===== src/rtl/servo_pkg.sv =====
// Shared types and encodings for the servo command sequencer.
// Position/select codes, FSM states and the command record.
package servo_pkg;

    localparam logic [1:0] POS_0   = 2'b00;
    localparam logic [1:0] POS_90  = 2'b01;
    localparam logic [1:0] POS_180 = 2'b10;

    localparam logic [1:0] SEL_S1  = 2'b00;
    localparam logic [1:0] SEL_S2  = 2'b01;
    localparam logic [1:0] SEL_S3  = 2'b10;
    localparam logic [1:0] SEL_ALL = 2'b11;

    localparam int CMD_W = 4;

    typedef enum logic [1:0] {
        ST_IDLE   = 2'd0,
        ST_APPLY  = 2'd1,
        ST_SETTLE = 2'd2
    } state_t;

    typedef struct packed {
        logic [1:0] sel;
        logic [1:0] pos;
    } cmd_t;

    // The unused position code 11 is treated as 0 degrees.
    function automatic logic [1:0] norm_pos(input logic [1:0] p);
        return (p == 2'b11) ? POS_0 : p;
    endfunction

endpackage


===== src/rtl/servo_sequencer_if.sv =====
// Command handshake bundle: valid/ready plus {sel, pos} payload.
// master = command source, slave = sequencer.
interface servo_sequencer_if;

    logic       cmd_valid;
    logic       cmd_ready;
    logic [1:0] cmd_sel;
    logic [1:0] cmd_pos;

    modport master (
        output cmd_valid,
        output cmd_sel,
        output cmd_pos,
        input  cmd_ready
    );

    modport slave (
        input  cmd_valid,
        input  cmd_sel,
        input  cmd_pos,
        output cmd_ready
    );

endinterface


===== src/rtl/servo_cmd_fifo.sv =====
// Synchronous command FIFO with flush and occupancy count.
// Ports: push/din, pop/dout (head, show-ahead), flush, full, empty, level.
module servo_cmd_fifo #(
    parameter int DEPTH = 4,
    parameter int W     = 4
) (
    input  logic                     clk,
    input  logic                     rst_n,
    input  logic                     flush,
    input  logic                     push,
    input  logic [W-1:0]             din,
    input  logic                     pop,
    output logic [W-1:0]             dout,
    output logic                     full,
    output logic                     empty,
    output logic [$clog2(DEPTH):0]   level
);

    localparam int AW = $clog2(DEPTH);
    localparam int LW = AW + 1;

    logic [W-1:0]  mem [DEPTH];
    logic [AW-1:0] wr_q;
    logic [AW-1:0] rd_q;
    logic [LW-1:0] lvl_q;
    logic          do_push;
    logic          do_pop;

    assign full    = (lvl_q == LW'(DEPTH));
    assign empty   = (lvl_q == '0);
    assign level   = lvl_q;
    assign dout    = mem[rd_q];
    assign do_push = push && !full;
    assign do_pop  = pop && !empty;

    always_ff @(posedge clk) begin
        if (do_push && !flush) begin
            mem[wr_q] <= din;
        end
    end

    // Pointers wrap naturally because DEPTH is a power of two;
    // the occupancy count separates full from empty.
    always_ff @(posedge clk or negedge rst_n) begin
        if (!rst_n) begin
            wr_q  <= '0;
            rd_q  <= '0;
            lvl_q <= '0;
        end else if (flush) begin
            wr_q  <= '0;
            rd_q  <= '0;
            lvl_q <= '0;
        end else begin
            if (do_push) begin
                wr_q <= wr_q + 1'b1;
            end
            if (do_pop) begin
                rd_q <= rd_q + 1'b1;
            end
            lvl_q <= lvl_q + LW'(do_push) - LW'(do_pop);
        end
    end

endmodule


===== src/rtl/servo_sequencer.sv =====
// Servo command sequencer: queues {sel,pos} commands and applies
// them one at a time, holding a settle interval after each move.
// Ports: clk, rst_n, cmd (handshake), park, pos1..3, busy, done,
// fifo_level.
module servo_sequencer
    import servo_pkg::*;
#(
    parameter int FIFO_DEPTH    = 4,
    parameter int SETTLE_CYCLES = 25_000_000,
    parameter int CNT_W         = 25
) (
    input  logic                          clk,
    input  logic                          rst_n,
    servo_sequencer_if.slave              cmd,
    input  logic                          park,
    output logic [1:0]                    pos1,
    output logic [1:0]                    pos2,
    output logic [1:0]                    pos3,
    output logic                          busy,
    output logic                          done,
    output logic [$clog2(FIFO_DEPTH):0]   fifo_level
);

    localparam logic [CNT_W-1:0] SETTLE_LOAD = CNT_W'(SETTLE_CYCLES - 1);

    state_t           state_q;
    state_t           state_d;
    cmd_t             cur_q;
    cmd_t             head;
    cmd_t             push_cmd;
    logic [CNT_W-1:0] cnt_q;
    logic             full;
    logic             empty;
    logic             push;
    logic             pop;
    logic             settle_end;
    logic             w1;
    logic             w2;
    logic             w3;

    assign cmd.cmd_ready = !full && !park;
    assign push          = cmd.cmd_valid && cmd.cmd_ready;
    assign push_cmd      = '{sel: cmd.cmd_sel, pos: norm_pos(cmd.cmd_pos)};
    assign settle_end    = (state_q == ST_SETTLE) && (cnt_q == '0);
    assign busy          = (state_q != ST_IDLE);

    assign w1 = (cur_q.sel == SEL_S1) || (cur_q.sel == SEL_ALL);
    assign w2 = (cur_q.sel == SEL_S2) || (cur_q.sel == SEL_ALL);
    assign w3 = (cur_q.sel == SEL_S3) || (cur_q.sel == SEL_ALL);

    servo_cmd_fifo #(
        .DEPTH (FIFO_DEPTH),
        .W     (CMD_W)
    ) u_fifo (
        .clk   (clk),
        .rst_n (rst_n),
        .flush (park),
        .push  (push),
        .din   (push_cmd),
        .pop   (pop),
        .dout  (head),
        .full  (full),
        .empty (empty),
        .level (fifo_level)
    );

    always_comb begin
        state_d = state_q;
        pop     = 1'b0;
        unique case (state_q)
            ST_IDLE: begin
                if (!empty) begin
                    pop     = 1'b1;
                    state_d = ST_APPLY;
                end
            end
            ST_APPLY: begin
                state_d = ST_SETTLE;
            end
            ST_SETTLE: begin
                if (cnt_q == '0) begin
                    state_d = ST_IDLE;
                end
            end
            default: begin
                state_d = ST_IDLE;
            end
        endcase
        if (park) begin
            state_d = ST_IDLE;
            pop     = 1'b0;
        end
    end

    always_ff @(posedge clk or negedge rst_n) begin
        if (!rst_n) begin
            state_q <= ST_IDLE;
        end else begin
            state_q <= state_d;
        end
    end

    always_ff @(posedge clk or negedge rst_n) begin
        if (!rst_n) begin
            cur_q <= '0;
            cnt_q <= '0;
            done  <= 1'b0;
            pos1  <= POS_0;
            pos2  <= POS_0;
            pos3  <= POS_0;
        end else if (park) begin
            cnt_q <= '0;
            done  <= 1'b0;
            pos1  <= POS_0;
            pos2  <= POS_0;
            pos3  <= POS_0;
        end else begin
            done <= settle_end;
            if (pop) begin
                cur_q <= head;
            end
            if (state_q == ST_APPLY) begin
                cnt_q <= SETTLE_LOAD;
                if (w1) pos1 <= cur_q.pos;
                if (w2) pos2 <= cur_q.pos;
                if (w3) pos3 <= cur_q.pos;
            end else if (state_q == ST_SETTLE && cnt_q != '0) begin
                cnt_q <= cnt_q - 1'b1;
            end
        end
    end

endmodule


===== src/flat_wrapper.sv =====
// flat-port wrapper written by rule: the top's interface ports become plain ports
module servo_sequencer_flat import servo_pkg::*;
#(
    parameter int FIFO_DEPTH    = 4,
    parameter int SETTLE_CYCLES = 25_000_000,
    parameter int CNT_W         = 25
)
  (clk, rst_n, park, pos1, pos2, pos3, busy, done, fifo_level, cmd_cmd_valid, cmd_cmd_sel, cmd_cmd_pos, cmd_cmd_ready);
  servo_sequencer_if cmd_i ();
  input  logic clk;
  input  logic rst_n;
  input  logic park;
  output logic [1:0] pos1;
  output logic [1:0] pos2;
  output logic [1:0] pos3;
  output logic busy;
  output logic done;
  output logic [$clog2(FIFO_DEPTH):0] fifo_level;
  input wire logic [$bits(cmd_i.cmd_valid)-1:0] cmd_cmd_valid;
  input wire logic [$bits(cmd_i.cmd_sel)-1:0] cmd_cmd_sel;
  input wire logic [$bits(cmd_i.cmd_pos)-1:0] cmd_cmd_pos;
  output wire logic [$bits(cmd_i.cmd_ready)-1:0] cmd_cmd_ready;
  assign cmd_i.cmd_valid = cmd_cmd_valid;
  assign cmd_i.cmd_sel = cmd_cmd_sel;
  assign cmd_i.cmd_pos = cmd_cmd_pos;
  assign cmd_cmd_ready = cmd_i.cmd_ready;
  servo_sequencer #(.FIFO_DEPTH(FIFO_DEPTH), .SETTLE_CYCLES(SETTLE_CYCLES), .CNT_W(CNT_W)) u_core (.clk(clk), .rst_n(rst_n), .cmd(cmd_i), .park(park), .pos1(pos1), .pos2(pos2), .pos3(pos3), .busy(busy), .done(done), .fifo_level(fifo_level));
endmodule

===== config.mk =====
export PLATFORM = sky130hd
export DESIGN_NAME = servo_sequencer_flat
export DESIGN_NICKNAME = d
export VERILOG_FILES = /design/src/rtl/servo_pkg.sv /design/src/rtl/servo_sequencer_if.sv /design/src/rtl/servo_cmd_fifo.sv /design/src/rtl/servo_sequencer.sv /design/src/flat_wrapper.sv
export SDC_FILE = /design/constraint.sdc
export NUM_CORES = 1
export LEC_CHECK = 0
export ABC_CLOCK_PERIOD_IN_PS = 2300
export CAP_MARGIN = 40
export CORE_MARGIN = 2
export CORE_UTILIZATION = 39
export CTS_BUF_LIST = sky130_fd_sc_hd__clkbuf_4
export DETAILED_ROUTE_END_ITERATION = 8
export PLACE_DENSITY_LB_ADDON = 0.1
export SLEW_MARGIN = 10
export SYNTH_ARGS = -nofsm -noshare
export SYNTH_HDL_FRONTEND = slang
export SYNTH_SLANG_ARGS = --single-unit

===== constraint.sdc =====
create_clock -name clk -period 2.3 [get_ports clk]
set_input_delay 0.575 -clock clk [delete_from_list [all_inputs] [get_ports clk]]
set_output_delay 0.575 -clock clk [all_outputs]
set_load 0.03 [all_outputs]

Yosys cells after proc, flatten, opt, wreduce, memory -nomap -nowiden

Memory sizes are Yosys's and may differ from the RTL's. A register that Yosys moved wholly into a read port is not among the register bits.
Index checks and enable logic that the tools add are counted.

Logic and storage cells: 85
RAM bits: 16
Memories kept: 1
Output and inout bits: 12
Bits of input ports: 8
Bits in registers: 41

Memories:

| name              | depth | width | rd ports | clocked after Yosys merged registers in | wr ports | RTL line             | source |
|---|---|---|---|---|---|---|---|
| u_core.u_fifo.mem | 4     | 4     | 1        | 1                                       | 1        | servo_cmd_fifo.sv:22 | `logic [W-1:0] mem [DEPTH];` |

Eq/ne operators: 9
Bitwise logic cells: 1
Multiplexer cells: 28
Reduce and logical (&&, ||, !) cells: 32
$add $sub $neg: 5

Operators by type and width:

| operator                | number |
|---|---|
| $mux W25                | 3 |
| $mux W2                 | 17 |
| $logic_not A25 Y1       | 1 |
| $reduce_bool A25 Y1     | 1 |
| $sub A25 B1 Y25 const B | 1 |
| $reduce_bool A2 Y1      | 7 |
| $reduce_and A2 Y1       | 5 |
| $eq A2 B2 Y1 const B    | 4 |
| $logic_and A1 B1 Y1     | 7 |
| $mux W1                 | 6 |
| $pmux W2 S3             | 1 |
| $add A2 B1 Y2 const B   | 2 |
| $eq A2 B1 Y1 const B    | 2 |
| $logic_not A1 Y1        | 4 |
| $logic_not A2 Y1        | 2 |
| $add A3 B1 Y3           | 1 |
| $eq A3 B3 Y1 const B    | 1 |
| $logic_not A3 Y1        | 1 |
| $logic_or A1 B1 Y1      | 3 |
| $mux W3                 | 1 |
| $ne A3 B2 Y1 const B    | 1 |
| $ne A3 B3 Y1 const B    | 1 |
| $reduce_bool A3 Y1      | 1 |
| $sub A3 B1 Y3           | 1 |
| $not A1 Y1              | 1 |

Depth between registers and ports, before layout

Gate-level depths: netlist of run 1.

Word-level depth: 8
Depth in mapped cells: 10
Depth with buffers taken out: 10

By module

Synthesis of run 1 repeated with hierarchy kept, for this count alone.

Cells, all modules: 283
Area total of the unflattened synthesis: 3200.6 um2

By module, submodules not included:

| module          | instances | cells an instance | sequential area each (um2) | area each (um2) |
|---|---|---|---|---|
| servo_sequencer | 1         | 214               | 950.9                      | 2163.3 |
| servo_cmd_fifo  | 1         | 69                | 655.6                      | 1037.2 |

Worst setup path after synthesis of run 1

OpenSTA, ideal clock, no wires.

Path type: register to register
Start: reg u_core.u_fifo.lvl_q[1], in the netlist u_core.u_fifo.level[1]
End: reg u_core.u_fifo.lvl_q[2], in the netlist u_core.u_fifo.level[2]
Slack: -0.434 ns
Data required time: 2.168 ns
Data arrival time: 2.602 ns
Period minus slack after synthesis: 2.734 ns
Stages on the path, launching flop included: 11
Path buffers: 0
Cell sequence: dfrtp_1 > nor2_1 > a21oi_1 > nand2_1 > ha_1 > inv_1 > ha_1 > inv_1 > fa_1 > xnor2_1 > nor2_1

Word-level cells in the longest chain between the ends: 8

Ends and longest elaborated chain:

| item                     | RTL line              | source |
|---|---|---|
| start: declaration       | servo_cmd_fifo.sv:25  | `logic [LW-1:0] lvl_q;` |
| start signal: assignment | servo_cmd_fifo.sv:60  | `lvl_q <= lvl_q + LW'(do_push) - LW'(do_pop);` |
| $eq A3 B3 Y1             | servo_cmd_fifo.sv:29  | `assign full = (lvl_q == LW'(DEPTH));` |
| $logic_not A1 Y1         | servo_sequencer.sv:41 | `assign cmd.cmd_ready = !full && !park;` |
| $logic_and A1 B1 Y1      | servo_sequencer.sv:41 |  |
| net cmd_cmd_ready        | flat_wrapper.sv:22    | `output wire logic [$bits(cmd_i.cmd_ready)-1:0] cmd_cmd_ready;` |
| $logic_and A1 B1 Y1      | servo_sequencer.sv:42 | `assign push = cmd.cmd_valid && cmd.cmd_ready;` |
| $logic_and A1 B1 Y1      | servo_cmd_fifo.sv:33  | `assign do_push = push && !full;` |
| $add A3 B1 Y3            | servo_cmd_fifo.sv:60  |  |
| $sub A3 B1 Y3            | servo_cmd_fifo.sv:60  |  |
| $mux W3                  | servo_cmd_fifo.sv:49  | `end else if (flush) begin` |

The timed path passes the listed nets, and every way through them passes these cells.
A chain may end at the register's enable or synchronous reset.

Worst setup path in the final report of run 1

Start: reg u_core.cnt_q[6]
End: reg u_core.cnt_q[15]

Word-level cells in the longest chain between the ends: 4

Ends and longest elaborated chain:

| item                     | RTL line               | source |
|---|---|---|
| start: declaration       | servo_sequencer.sv:31  | `logic [CNT_W-1:0] cnt_q;` |
| start signal: assignment | servo_sequencer.sv:128 | `cnt_q <= cnt_q - 1'b1;` |
| $sub A25 B1 Y25          | servo_sequencer.sv:128 |  |
| $mux W25                 | servo_sequencer.sv:127 | `end else if (state_q == ST_SETTLE && cnt_q != '0) begin` |
| $mux W25                 | servo_sequencer.sv:122 | `if (state_q == ST_APPLY) begin` |
| $mux W25                 | servo_sequencer.sv:111 | `end else if (park) begin` |

Parallel ways exist; a longest one is shown, timed or not. The select of a mux whose other input is x is not followed.

==> impl_results.md, run 1 <==
* CTS Sinks at between 60 and 70
* RePlAce Congestion at 0.784
* CTS tree: built
* Mapped cell area at roughly 3000 sq um
* Post-route ant nets at 0
* Tot GR Track Use at roughly 18%
* TritonCTS buffer count at 9
* Syn Nets at 297
* Port Buf Inserts at 19
* Yosys top cell by area: dfrtp_1
* Max Cap Viol at 0
* IO Count at 20
* Max Root-Sink Buffers at 2
* Pin count of the biggest net entering global routing at 25
* Pwr per Cell Area at between 1000 and 1500 nW/um^2
* Via density per instance at 5.40
* Failing checks: negative setup slack
* Final WS setup at -0.160 ns
* Number of global-route vias before repair at 2,392
* Min-delay worst type: in2async
* Hold Vio Cnt, Final at 0
* Required @ worst endpoint at approximately 2.6 ns
* Netlist cell types at 44
* Yosys top cell area share at between 30 and 40%
* Clk_lat worst skew at 0.42 ns
* Crit-path max cell delay at roughly 0.54 ns
* Nets at between 300 and 400
* Crit Path Category: reg2reg
* Routed Wire Length at ~7100 um
* Starting DRC count in detailed routing at 79
* Fin crit share at 107%
* Peak Freq at 406 MHz
* Final Cell Area at a little over 4000 sq um
* Post-layout util at between 50 and 60%
* Diodes inserted at 0
* Outcome: finished, violations left
* Synthesis-stage register bit count at between 60 and 70
* RSZ-0062 raised after global routing: yes
* Crit end category: flop
* Crit-path most repeated cell: or4_4
* CTS clk-pin slew, worst paths at approximately 0.12 ns
* Detailed Place HPWL at around 4700 um
* DRC viols at 0
* Sequential fraction of the synthesis area at 52.3%
* Pre-Repair DR Iteration Count at 4
* Global-route wire length before repair at ~12,000 um
* Leakage Power at ~1.7 nW
* Routed len/inst at 15.8 um
* Grt total ovfl at 0
* Mean Syn Cell Area at roughly 11 sq um
* Initial antenna violation count at 0
* Total power at 6.08 mW
* Row cnt at 32
* Vias at roughly 2.4k
* Syn. warnings at 0
* Finish-stage setup viols at 16
* Startpoint Class: flop
* Relative max-transition margin at approximately 61%
* Critical-path cell list: or4_4 > or2_4 > or4_4 > or4_4 > a21oi_2
* Root cell of the clock tree: clkbuf_4
* Post-Route Skew at 0.0166 ns
* Critical path peak fanout at 6
* CP Data Arrival Time at ~2.8 ns
* Setup TNS at -0.985 ns
* H-tree depth at 3
* Hold-fix buffers at CTS at 0
* Core area at between 7000 and 8000 sq um
* VDD IR max at ~0.58 mV
* Placed Area at 3690 sq um
* Slew at the pin closest to its max-slew limit at 0.580 ns
* Area contributors post-synth: dfrtp_1, edfxtp_1, ha_1
* Die Y at a little over 90 um
* Share of layout cells above drive strength 1 at between 30% and 40%
* Synth-to-layout area growth at 33.2%
* DIE WIDTH at between 90 and 100 um
* Die Area at 8600 sq um
* Initial core utilization at between 30% and 40%
* CP max stage cell: or4_4
* Buffers plus inverters on the worst setup path at 0
* Family with the most delay on the worst path: simple AND/OR/NAND/NOR gates
* Cell count after synthesis at ~280
* Fin crit period at 2.46 ns
* Pins Over Slew Limit at 0
## final timing paths
kind | start | endpoint | slack, ns | cells after the start
max in group asynchronous | rst_n | u_core.cnt_q[18]$_DFFE_PN0P_ | 1.62 | 2
min reg2reg | u_core.pos1[1]$_DFFE_PN0P_ | u_core.pos1[1]$_DFFE_PN0P_ | 0.54 | 2
min | rst_n | u_core.cnt_q[0]$_DFFE_PN0P_ | 0.14 | 1
max | u_core.cnt_q[6]$_DFFE_PN0P_ | u_core.cnt_q[15]$_DFFE_PN0P_ | -0.16 | 5
min in group clk | u_core.pos1[1]$_DFFE_PN0P_ | u_core.pos1[1]$_DFFE_PN0P_ | 0.54 | 2
max reg2reg | u_core.cnt_q[6]$_DFFE_PN0P_ | u_core.cnt_q[15]$_DFFE_PN0P_ | -0.16 | 5
## state kept, by name, indices dropped and copies added (netlist names)
name                 cells
u_core.done              1
u_core.u_fifo.rd_q       2
u_core.state_q           2
u_core.cur_q             4
u_core.pos3              2
u_core.u_fifo.mem       16
u_core.u_fifo.level      3
u_core.cnt_q            25
u_core.pos2              2
u_core.u_fifo.wr_q       2
u_core.pos1              2
## layout by cell type (no fill, tap or decap), types with 3 or more instances in the layout
cell type        instances
nor3_1                   8
nor2_1                  23
a21oi_2                  3
a21oi_1                 12
and3_1                   4
or3_4                    3
nand3_1                  6
a31oi_1                  9
o21ai_0                 10
buf_4                   45
xor2_1                   7
mux4_2                   4
inv_1                   11
o221a_2                  3
clkdlybuf4s50_1         16
clkbuf_4                 9
o311ai_4                 4
or3_1                    5
mux2i_1                  4
ha_1                    11
nor2b_1                  5
nand4_1                  3
nand2b_1                 3
o31ai_1                 11
buf_12                   3
xnor2_1                  3
edfxtp_1                16
nand2_1                 10
dfrtp_1                 44
or4_4                    7
or4_1                    7
## worst reg2reg max path, cell delays in order (launching register included)
cell     delay (ns)
dfrtp_1        0.40
or4_4          0.54
or2_4          0.27
or4_4          0.54
or4_4          0.51
a21oi_2        0.13
## cells in the mapped netlist
| master | n |
|---|---|
| a211oi_1 | 1 |
| a21oi_1 | 16 |
| a31oi_1 | 9 |
| and2_1 | 1 |
| and3_1 | 5 |
| buf_2 | 2 |
| buf_6 | 2 |
| clkbuf_1 | 9 |
| dfrtp_1 | 45 |
| edfxtp_1 | 16 |
| fa_1 | 1 |
| ha_1 | 11 |
| inv_1 | 11 |
| mux2_2 | 2 |
| mux2i_1 | 4 |
| mux4_2 | 4 |
| nand2_1 | 10 |
| nand2b_1 | 3 |
| nand3_1 | 6 |
| nand4_1 | 3 |
| nor2_1 | 23 |
| nor2b_1 | 5 |
| nor3_1 | 12 |
| nor4_1 | 3 |
| nor4b_1 | 1 |
| o21a_1 | 1 |
| o21ai_0 | 12 |
| o221a_2 | 3 |
| o311ai_0 | 3 |
| o311ai_2 | 1 |
| o31a_1 | 1 |
| o31ai_1 | 12 |
| o31ai_2 | 1 |
| o41ai_1 | 1 |
| or2_2 | 2 |
| or2_4 | 1 |
| or3_1 | 7 |
| or3_2 | 2 |
| or3b_2 | 1 |
| or4_1 | 11 |
| or4_2 | 1 |
| or4_4 | 2 |
| xnor2_1 | 3 |
| xor2_1 | 7 |
## timing repair
| item | 4_1_cts | 5_1_grt |
|---|---|---|
| setup endpoints to repair | 24 | 24 |
| pin swaps | 8 | 8 |
| setup buffers | 4 | 4 |
| gates resized for setup | 15 | 23 |
| gates cloned | 1 | 0 |
## stage by stage
step / hold slack, ns / cells / setup WS (ns)
floorplan: 0.279 / 277 / -0.158
global placement: 0.508 / 427 / -0.190
finish: 0.139 / 452 / -0.160
detailed placement: 0.514 / 427 / -0.256
global route: 0.147 / 452 / -0.202
CTS: 0.141 / 448 / -0.201
## cells by family (layout without fill, tap and decap cells)
kind of cell	after synthesis	count (layout)	share of synthesized area [%]
and+or+nand+nor	99	100	17.9
xor gates and xnor gates	10	10	2.85
adders and majority gates	12	12	5.13
DFF	61	61	52.3
buffers and inverters	24	96	3.50
muxes	10	10	4.97
AOI/OAI and AO/OA	61	61	13.3
## metal layers
| metal | track usage, % | share of wire [%] | vias to the layer above | wire [um] |
|---|---|---|---|---|
| met5 | 0 | 0 | - | 0 |
| met3 | 3.66 | 3.4 | 13 | 242 |
| li1 | - | - | 1181 | - |
| met1 | 25.0 | 50 | 1204 | 3550 |
| met2 | 27.0 | 45 | 44 | 3210 |
| met4 | 7.72 | 1.8 | 0 | 125 |
## where the power goes
part | total (mW) | internal [mW] | switching [mW]
Clock | 0.769 | 0.334 | 0.435
Combinational | 3.69 | 1.72 | 1.98
Sequential | 1.62 | 1.38 | 0.240
Total | 6.08 | 3.43 | 2.65
## area by class of cell
class                      instances  area, sq um
timing repair buffer              69          609
sequential                        61         1610
tap                              102          128
fill                             716         3600
inverter                          11         41.3
clock buffer                       9         67.6
clock inverter                     7         73.8
multi-input combinational        193         1560
Note: power is estimated with default switching activity, not from simulation.
==> inputs of run 2 (changes only) <==
Settings changed: CTS_BUF_LIST sky130_fd_sc_hd__clkbuf_4 to sky130_fd_sc_hd__clkbuf_2, CTS_CLUSTER_SIZE from default to 10, SLEW_MARGIN 10 to 20.
==> run 2 against run 1 <==
The flow still finishes with violations (negative setup slack). Utilization up 1.4 points. Total power up 2.1%. Design area grew 2.5%. Via count grew 3.2%. Global-route usage is 0.073 points lower. Fmax is 0.53% higher. Combinational power rose by 5%. Clock power fell by 9.9%. Largest cell class is now multi-input gates. Largest power group unchanged. Highest routed layer unchanged.
==> impl_results.md, run 2 (synthesis results as in run 1) <==
* Outcome: finished, violations left
* Failing checks: negative setup slack
* Finish-stage setup viols at 13 (-3)
* Synth-to-layout area growth at 36.6%
* TritonCTS buffer count at 9 (unchanged)
* Grt total ovfl at 0 (unchanged)
* DIE WIDTH at 92.7 um (unchanged)
* CP Data Arrival Time at 2.90 ns (+0.10 ns)
* Number of global-route vias before repair at 2,360 (-1.3%)
* Vias at 2,520 (+3.2%)
* Pin count of the biggest net entering global routing at 25 (unchanged)
* VDD IR max at 0.607 mV (+4.7%)
* Largest register FFs at 25 (unchanged)
* Diodes inserted at 0 (unchanged)
* H-tree depth at 3 (unchanged)
* R2r startpoint: u_core.cnt_q[9]$_DFFE_PN0P_
* Port Buf Inserts at 19 (unchanged)
* Relative max-transition margin at 62.0% (+0.62 points)
* CTS tree: built
* Die Y at 92.7 um (unchanged)
* Fill cells at 690 (-3.6%)
* Detailed Place HPWL at 4700 um (unchanged)
* Reg2Reg Depth at 5 (unchanged)
* Tot GR Track Use at 17.8% (-0.073 points)
* Hold WS at 0.0110 ns (-0.128 ns)
* Core area at 7690 sq um (unchanged)
* Nets at 372 (+1.9%)
* Reg-to-reg endpoint: u_core.cnt_q[23]$_DFFE_PN0P_
* Crit Path Category: reg2reg
* Initial antenna violation count at 0 (unchanged)
* Die Area at 8600 sq um (unchanged)
* Initial core utilization at 39.9% (unchanged)
* Via density per instance at 5.49 (+1.6%)
* Fin crit share at 106% (-0.56 points)
* CTS Sinks at 61 (unchanged)
* Final WS setup at -0.147 ns (+0.0130 ns)
* Clk_lat worst skew at 0.52 ns (+0.10 ns)
* RePlAce Congestion at 0.784 (unchanged)
* Starting DRC count in detailed routing at 93 (+18%)
* Row cnt at 32 (unchanged)
* Root cell of the clock tree: clkbuf_2
* Max Root-Sink Buffers at 2 (unchanged)
* Most frequent cells in the layout: buf_4, dfrtp_1, nor2_1
* Fin crit period at 2.45 ns (-0.0130 ns)
* Critical path peak fanout at 6 (unchanged)
* Top flop regs: u_core.cnt_q: 25 flops, u_core.u_fifo.mem: 16 flops, u_core.cur_q: 4 flops
* Leading cell type in the layout, fill and taps excluded: buf_4
* Post-route ant nets at 0 (unchanged)
* Global-route wire length before repair at 11,800 um (-0.75%)
* Biggest register: u_core.cnt_q
* Pwr per Cell Area at 1480 nW/um^2 (-0.45%)
* Worst R2R Setup Slack at -0.15 ns (about the same)
* Max Cap Viol at 0 (unchanged)
* DRC viols at 0 (unchanged)
* Leakage Power at 1.80 nW (+5.0%)
* Hold Vio Cnt, Final at 0 (unchanged)
* Routed Wire Length at 7560 um (+6.0%)
* Slew at the pin closest to its max-slew limit at 0.571 ns (-0.00930 ns)
* IO Count at 20 (unchanged)
* Peak Freq at 409 MHz (+0.53%)
* Routed len/inst at 16.5 um (+4.4%)
* Required @ worst endpoint at 2.75 ns (+0.11 ns)
* Total power at 6.21 mW (+2.1%)
* CTS clk-pin slew, worst paths at 0.19 ns (+0.07 ns)
* Post-Route Skew at 0.0259 ns (+0.00930 ns)
* Pre-Repair DR Iteration Count at 4 (unchanged)
* Share of layout cells above drive strength 1 at 35.6% (+3.6 points)
* Min-delay worst type: in2async
* Crit end category: flop
* RSZ-0062 raised after global routing: yes
* Startpoint Class: flop
* Pins Over Slew Limit at 0 (unchanged)
run 2: repair_timing:
| action | 4_1_cts | 5_1_grt |
|---|---|---|
| pin swaps | 10 | 14 |
| gates cloned | 1 | 5 |
| setup endpoints to repair | 26 | 26 |
| resized for setup | 10 | 42 |
| hold buffers | 0 | 0 |
| buffers inserted | 4 | 7 |
run 2: worst max-delay path: stages, from the launching register on:
cell	delay, ns
dfrtp_1	0.42
or4_4	0.54
or2_4	0.25
or4_4	0.53
or4_4	0.50
a21oi_2	0.14
run 2: layer usage:
layer / GRT usage [%] / routed length, um / vias to the layer above
li1: - / - / 1204
met1: 24.9 / 3660 / 1247
met2: 26.9 / 3450 / 55
met3: 3.66 / 298 / 14
met4: 7.72 / 148 / 0
met5: 0 / 0 / -
run 2: how the worst max path moves through the flow:
stage	end	from
final	u_core.cnt_q[23]$_DFFE_PN0P_	u_core.cnt_q[9]$_DFFE_PN0P_
after global routing	u_core.cnt_q[23]$_DFFE_PN0P_	u_core.cnt_q[9]$_DFFE_PN0P_
after global placement	u_core.u_fifo.level[2]$_DFF_PN0_	park
after CTS	u_core.cnt_q[23]$_DFFE_PN0P_	u_core.cnt_q[9]$_DFFE_PN0P_
after detailed placement	u_core.u_fifo.level[2]$_DFF_PN0_	park
after floorplan	u_core.cnt_q[15]$_DFFE_PN0P_	u_core.cnt_q[9]$_DFFE_PN0P_
run 2: cell type report:
cell class | instances | area (sq um) | area share [%]
inverter | 11 | 41.3 | 0.985
sequential | 61 | 1610 | 38.3
clock inverter | 7 | 73.8 | 1.76
tap | 102 | 128 | 3.04
multi-input combinational | 195 | 1620 | 38.7
clock buffer | 9 | 45.0 | 1.07
timing repair buffer | 74 | 673 | 16.1
run 2: stage by stage:
step | instances | area [sq um] | setup TNS [ns] | worst slack [ns] | utilization, %
after CTS | 448 | 3860 | -0.793 | -0.160 | 50.3
after global routing | 459 | 4190 | -2.19 | -0.213 | 54.5
final | 459 | 4190 | -0.751 | -0.147 | 54.5
after detailed placement | 427 | 3690 | -2.23 | -0.256 | 48.0
after global placement | 427 | 3690 | -1.85 | -0.190 | 48.0
after floorplan | 277 | 3120 | -0.700 | -0.158 | -
run 2: power breakdown:
group | internal, mW | switching [mW]
combinational | 1.81 | 2.07
clock | 0.254 | 0.439
sequential | 1.38 | 0.256
total | 3.44 | 2.76
